### config.mk
export PLATFORM = sky130hd
export DESIGN_NAME = pc_fetch_unit
export DESIGN_NICKNAME = d
export VERILOG_FILES = /design/src/rtl/pc_fetch_unit.sv
export SDC_FILE = /design/constraint.sdc
export NUM_CORES = 1
export LEC_CHECK = 0
export CAP_MARGIN = 20
export CELL_PAD_IN_SITES_DETAIL_PLACEMENT = 1
export CELL_PAD_IN_SITES_GLOBAL_PLACEMENT = 1
export CORE_MARGIN = 3
export CORE_UTILIZATION = 50
export CTS_BUF_LIST = sky130_fd_sc_hd__clkbuf_8
export CTS_CLUSTER_DIAMETER = 120
export DETAILED_ROUTE_END_ITERATION = 6
export DONT_BUFFER_PORTS = 1
export PLACE_DENSITY_LB_ADDON = 0.1
export SLEW_MARGIN = 5
export SYNTH_ARGS = -nofsm -noshare
export SYNTH_HDL_FRONTEND = slang
export SYNTH_SLANG_ARGS = --single-unit
### constraint.sdc
create_clock -name clk -period 6.1 [get_ports clk]
set_input_delay 1.22 -clock clk [delete_from_list [all_inputs] [get_ports clk]]
set_output_delay 1.22 -clock clk [all_outputs]
set_load 0.02 [all_outputs]
### src/rtl/pc_fetch_unit.sv
// Purpose: single-outstanding instruction fetch with a held decode slot, branch redirect and misalignment trap.
// Latency: instr_valid 1 cycle after imem_valid; next imem_req 1 cycle after the decode handshake.
// Backpressure: instr_ready=0 holds instr/instr_pc/instr_valid stable and suppresses new fetches.
//
// Ports:
//   clk, rst                - rising-edge clock, asynchronous active-high reset
//   imem_req, imem_addr     - fetch request and its address (the current PC)
//   imem_rdata, imem_valid  - fetch response, accepted only while fetching
//   instr, instr_pc         - held instruction word and its address
//   instr_valid/instr_ready - decode handshake
//   branch, EQ, ImmOp       - redirect controls, sampled only on the handshake
//   trap                    - sticky misaligned-target fault
//   retired                 - count of consumed instructions (wraps)
module pc_fetch_unit #(
   parameter int               WIDTH    = 32,
   parameter logic [WIDTH-1:0] RESET_PC = '0
) (
   input  logic             clk,
   input  logic             rst,
   output logic             imem_req,
   output logic [WIDTH-1:0] imem_addr,
   input  logic [WIDTH-1:0] imem_rdata,
   input  logic             imem_valid,
   output logic [WIDTH-1:0] instr,
   output logic [WIDTH-1:0] instr_pc,
   output logic             instr_valid,
   input  logic             instr_ready,
   input  logic             branch,
   input  logic             EQ,
   input  logic [WIDTH-1:0] ImmOp,
   output logic             trap,
   output logic [WIDTH-1:0] retired
);

   localparam logic [WIDTH-1:0] INSTR_BYTES = WIDTH'(4);

   typedef enum logic [1:0] {
      FETCH = 2'd0,
      HOLD  = 2'd1,
      TRAP  = 2'd2
   } state_t;

   state_t           state;
   state_t           state_nxt;
   logic [WIDTH-1:0] pc;
   logic [WIDTH-1:0] pc_nxt;
   logic [WIDTH-1:0] target;
   logic             misaligned;
   logic             capture;
   logic             fire;

   // Redirect target is formed from the held instruction's address; the sum
   // wraps naturally at WIDTH bits.
   assign target     = (branch && EQ) ? (instr_pc + ImmOp) : (instr_pc + INSTR_BYTES);
   assign misaligned = (target[1:0] != 2'b00);

   assign imem_addr  = pc;

   always_ff @(posedge clk or posedge rst) begin
      if (rst) begin
         state <= FETCH;
      end else begin
         state <= state_nxt;
      end
   end

   always_comb begin
      state_nxt   = state;
      pc_nxt      = pc;
      imem_req    = 1'b0;
      instr_valid = 1'b0;
      trap        = 1'b0;
      capture     = 1'b0;
      fire        = 1'b0;
      case (state)
         FETCH: begin
            // Reset parks the FSM in FETCH; the request stays low until
            // reset is released.
            imem_req = !rst;
            if (imem_valid) begin
               capture   = 1'b1;
               state_nxt = HOLD;
            end
         end
         HOLD: begin
            instr_valid = 1'b1;
            if (instr_ready) begin
               fire = 1'b1;
               if (misaligned) begin
                  // PC is left pointing at the faulting instruction.
                  state_nxt = TRAP;
               end else begin
                  pc_nxt    = target;
                  state_nxt = FETCH;
               end
            end
         end
         TRAP: begin
            trap = 1'b1;
         end
         default: begin
            state_nxt = FETCH;
         end
      endcase
   end

   always_ff @(posedge clk or posedge rst) begin
      if (rst) begin
         pc       <= RESET_PC;
         instr    <= '0;
         instr_pc <= '0;
         retired  <= '0;
      end else begin
         pc <= pc_nxt;
         if (capture) begin
            instr    <= imem_rdata;
            instr_pc <= pc;
         end
         if (fire) begin
            retired <= retired + WIDTH'(1);
         end
      end
   end

endmodule

# Word level (Yosys, flattened, before mapping)
# Cells that the tools add are included.
[totals] regBits=130 memories=0 elab_cells=32 latch_bits=0 input_bits=70 mem_bits_ro=0 mem_bits_rw=0 output_inout_bits=131
[op_classes] order_cmp=0 n_reduce_logical=6 n_eq_ne=4 div=0 shifts=0 mul=0 mux=12 addsub=3 n_bitwise=2
[op_table] cell="32-bit by 1-bit adder with 32-bit output, second input constant" count=1
[op_table] cell="32-bit by 3-bit adder with 32-bit output, second input constant" count=1
[op_table] cell="32-bit adder" count=1
[op_table] cell="32-bit 2-to-1 mux" count=1
[op_table] cell="1-bit 2-to-1 mux" count=7
[op_table] cell="2-bit 2-to-1 mux" count=3
[op_table] cell="2-bit case mux with 3 select lines" count=1
[op_table] cell="3-bit AND reduction" count=2
[op_table] cell="2-bit inequality test, second input constant" count=2
[op_table] cell="2-bit by 1-bit == test with 1-bit output, second input constant" count=1
[op_table] cell="2-bit == test, second input constant" count=1
[op_table] cell="2-bit zero test" count=1
[op_table] cell="1-bit inverter" count=2
[op_table] cell="2-bit nonzero test" count=1
[op_table] cell="1-bit logical AND" count=1
[op_table] cell="1-bit zero test" count=1

# Logic depth before layout (Yosys ltp)
[logic_depth] word_depth=6 depth_mapped=11 ltp_nobuf=10

# Worst setup path after synthesis
# OpenSTA, ideal clock, no wires.
[synth_timing] path_kind="input port to flip-flop" start="input port ImmOp[0]" end="register pc[28] (netlist: imem_addr[28])" cell_stages=10 setup_slack_ps=2790 n_path_buf=0 arrival_ps=3184 setup_time_ps=126 required_ps=5974 cell_sequence="ha_1 fa_1 a21o_1 a221o_2 nand4_1 o211a_1 a21oi_2 nand4_1 mux2i_1 a221o_1"
[synth_via] elab_chain_len=5
[synth_lines] element="from (decl)" line_no="30" text="input logic [WIDTH-1:0] ImmOp,"
[synth_lines] element="32-bit adder (*)" line_no="54" text="assign target = (branch && EQ) ? (instr_pc + ImmOp) : (instr_pc + INSTR_BYTES);"
[synth_lines] element="32-bit 2-to-1 mux (*)" line_no="54"
[synth_lines] element="2-bit nonzero test" line_no="55" text="assign misaligned = (target[1:0] != 2'b00);"
[synth_lines] element="1-bit inverter (no source line)"
[synth_lines] element="3-bit AND reduction (no source line)"
[synth_lines] element="to (signal assigned)" line_no="114" text="pc <= pc_nxt;"
[synth_lines] element="to (decl)" line_no="45" text="logic [WIDTH-1:0] pc;"
# Every way passes the cells marked *; elsewhere a longest branch is shown, timed or not.
# A chain may end at the register's enable or synchronous reset.

# Worst setup path in the final report
# Ends and elaborated chain as after synthesis.

==> flow_summary.yaml <==
placement:
  finalWeightedCongestion: 0.858
  hpwl_um: 16300
  port_buffers: 0
  placed_area_um2: 7720
critical_path:
  slowest_delay_ns: 0.54
  arrival_ns: 3.68
  crit_type: "input port to register"
  worstPathRequired_ns: 6.44
  cp_common_cell: "nor2_1"
  cp_max_fo: 29
  startpoint_type: "input port"
  path_cells: "ha_1 > fa_1 > nor3_1 > nor2_1 > nand2b_1 > buf_4 > nor2_1 > a221o_1"
  path_buf_inv: 1
  cp-end-kind: "register"
  worst_path_max_delay_cell: "nand2b_1"
  crit_family: "simple AND/OR/NAND/NOR gates"
grt:
  grt_pass1_vias: 6123
  grt_pass1_wl_um: 33100
  track_usage_pct: 25.5
  grt_max_degree: 75
  grt-ovfl-total: 0
  antenna_found_initial: 0
timing:
  tightest_slew_ns: 0.957
  relSlewSlack_pct: 36.2
  fin_crit_ns: 3.34
  clock_skew_ns: 0.0170
  setup_viol: 0
  drv_slew: 0
  hold_viol: 0
  fin_crit_sh_pct: 54.7
  tns_ns: 0
  grt_setup_unrepaired: "false"
  fmax_mhz: 300
pwr:
  clkPwrFrac_pct: 16.6
  irDropWorstVdd_uv: 226
  pwr-share-seq_pct: 46.4
  leakagePower_nw: 3.59
  swShare_pct: 49.0
  p_sw_w: 0.00206
  p_int_w: 0.00214
  power_density_nw_per_um2: 519
  comb_power_share_pct: 36.9
synthesis:
  ys_warn_count: 0
  synthFlopType: "dfrtp_1"
  synth.avg_cell_area_um2: 9.94
  synth_seq_cells: 130
  synth.yosys.seq_area_share_pct: 42.9
  async_flop_share_pct: 100
  synth_area_um2: 7580
  synth_fp_nets: 866
  synth_edf_count: 0
  synthCells: 762
  synth_cell_types: 60
die:
  dieHeight_um: 129
  dieWidth_um: 129
  die_area_um2: 16700
  rows: 44
  start_util_pct: 51.5
  io_pins: 201
  core_um2: 14700
detailed_routing:
  drc: 0
  wl_per_cell_um: 22.5
  wl_um: 21400
  drtAntennaViolNets: 0
  first_pass_iters: 4
  routed_via_density: 6.15
  drt-initial-drc-count: 297
  num_vias: 5861
hold_path:
  hold_path.class: "register to register"
clock_tree:
  post_cts_buffers: 0
  cts_root_buf: "clkbuf_8"
  cts_resized: 0
  cts.sinks: 130
  cts_tree: "built"
  cts_hold_buf: 0
  insertion_delay_ns: 0.46
  htreeDepth: 4
  clock_tree.buffer_depth: 2
  cts_made_buffers: 17
  clkSlewWorstSetupHoldPaths_ns: 0.09
flow_run:
  maxCapViolCount: 0
finish:
  design_area_um2: 8100
  nNetsFinal: 860
  final_cell_mix: "130 x dfrtp_1, 74 x nand2_1, 60 x mux2_2, 55 x xnor2_1, 54 x nor2_1"
  area_growth_syn_to_layout_pct: 6.89
  postLayoutCoreUtil_pct: 55.1
  mostFrequentLayoutCell: "dfrtp_1"
  antenna_cells: 0
  drive_above_1_share_pct: 15.5
outcome:
  status: "completed"
[cell type report]
cell class | instances | area [um^2]
timing repair buffer | 6 | 45.0
inverter | 13 | 51.3
clock inverter | 15 | 143
multi-input combinational | 588 | 4140
tap | 184 | 230
fill | 1645 | 6600
clock buffer | 17 | 234
sequential | 130 | 3250
[power by group through the flow]
stage	sequential, W	combinational (W)	clock (W)
floorplan	0.00180	0.00122	0
global placement	0.00196	0.00148	0
detailed placement	0.00198	0.00154	0
CTS	0.00196	0.00155	0.000719
global route	0.00200	0.00172	0.000756
finish	0.00195	0.00155	0.000698
[registers in the layout, indices dropped and copies added, names as in the netlist]
signal,cells
instr,32
state,2
imem_addr,32
instr_pc,32
retired,32
[final timing paths]
path                            depth (start not counted)       endpoint         from  slack, ns
worst max-delay path                                    8  imem_addr[28]     ImmOp[0]       2.76
worst min-delay path                                    1    retired[17]  retired[17]       0.63
worst max register to register                          8  imem_addr[28]  instr_pc[0]       2.93
worst min register to register                          1    retired[17]  retired[17]       0.63
max in group asynchronous                               2     retired[5]          rst       3.89
min in group asynchronous                               1    retired[30]          rst       0.76
[Yosys cell counts, types with 3 or more instances]
cell type	instances	area share [%]
a21oi_2	4	0.46
nor2b_1	8	0.66
buf_2	10	0.66
a31oi_1	11	0.91
nand4_1	22	1.8
mux2_2	60	8.9
xor2_1	28	3.2
a21o_1	17	1.7
and4_1	4	0.46
a22oi_1	9	0.89
inv_1	13	0.64
a221o_1	3	0.40
dfrtp_1	130	43
xnor2_1	55	6.4
nand2_1	74	3.7
nor3_1	18	1.2
mux2i_1	3	0.40
o21a_1	4	0.40
nor2_1	54	2.7
ha_1	33	5.4
a21oi_1	50	3.3
and3_1	18	1.5
clkbuf_1	18	0.89
and2_1	9	0.74
o21bai_1	3	0.30
o21ai_0	41	2.7
nand3_1	20	1.3
[cell families (layout without fill, tap and decap cells)]
kind of cell / count (synthesis) / after routing / synth area share, %
simple gates: 245 / 245 / 16.4
compound gates: 163 / 163 / 13.6
flops: 130 / 130 / 42.9
xor+xnor: 83 / 83 / 9.59
mux: 63 / 63 / 9.31
buf+inv: 44 / 51 / 2.46
fa+ha+maj: 34 / 34 / 5.71
[per-layer routing]
metal / vias up / track usage, % / routed length (um)
met5: - / 0 / 0
met1: 2925 / 32.5 / 9030
met3: 25 / 6.60 / 1470
met4: 0 / 8.03 / 331
li1: 2721 / - / -
met2: 190 / 42.5 / 10600
[metrics by stage]
stage                     total power, W  setup WS, ns  std cells  hold WS [ns]
after global placement           0.00344          2.36        921         0.602
final                            0.00420          2.76        953         0.626
after detailed placement         0.00351          2.31        921         0.612
after floorplan                  0.00302          1.41        762         0.581
after global routing             0.00448          2.59        953         0.660
after CTS                        0.00422          2.81        953         0.627
Note: power is estimated with default switching activity, not from simulation.
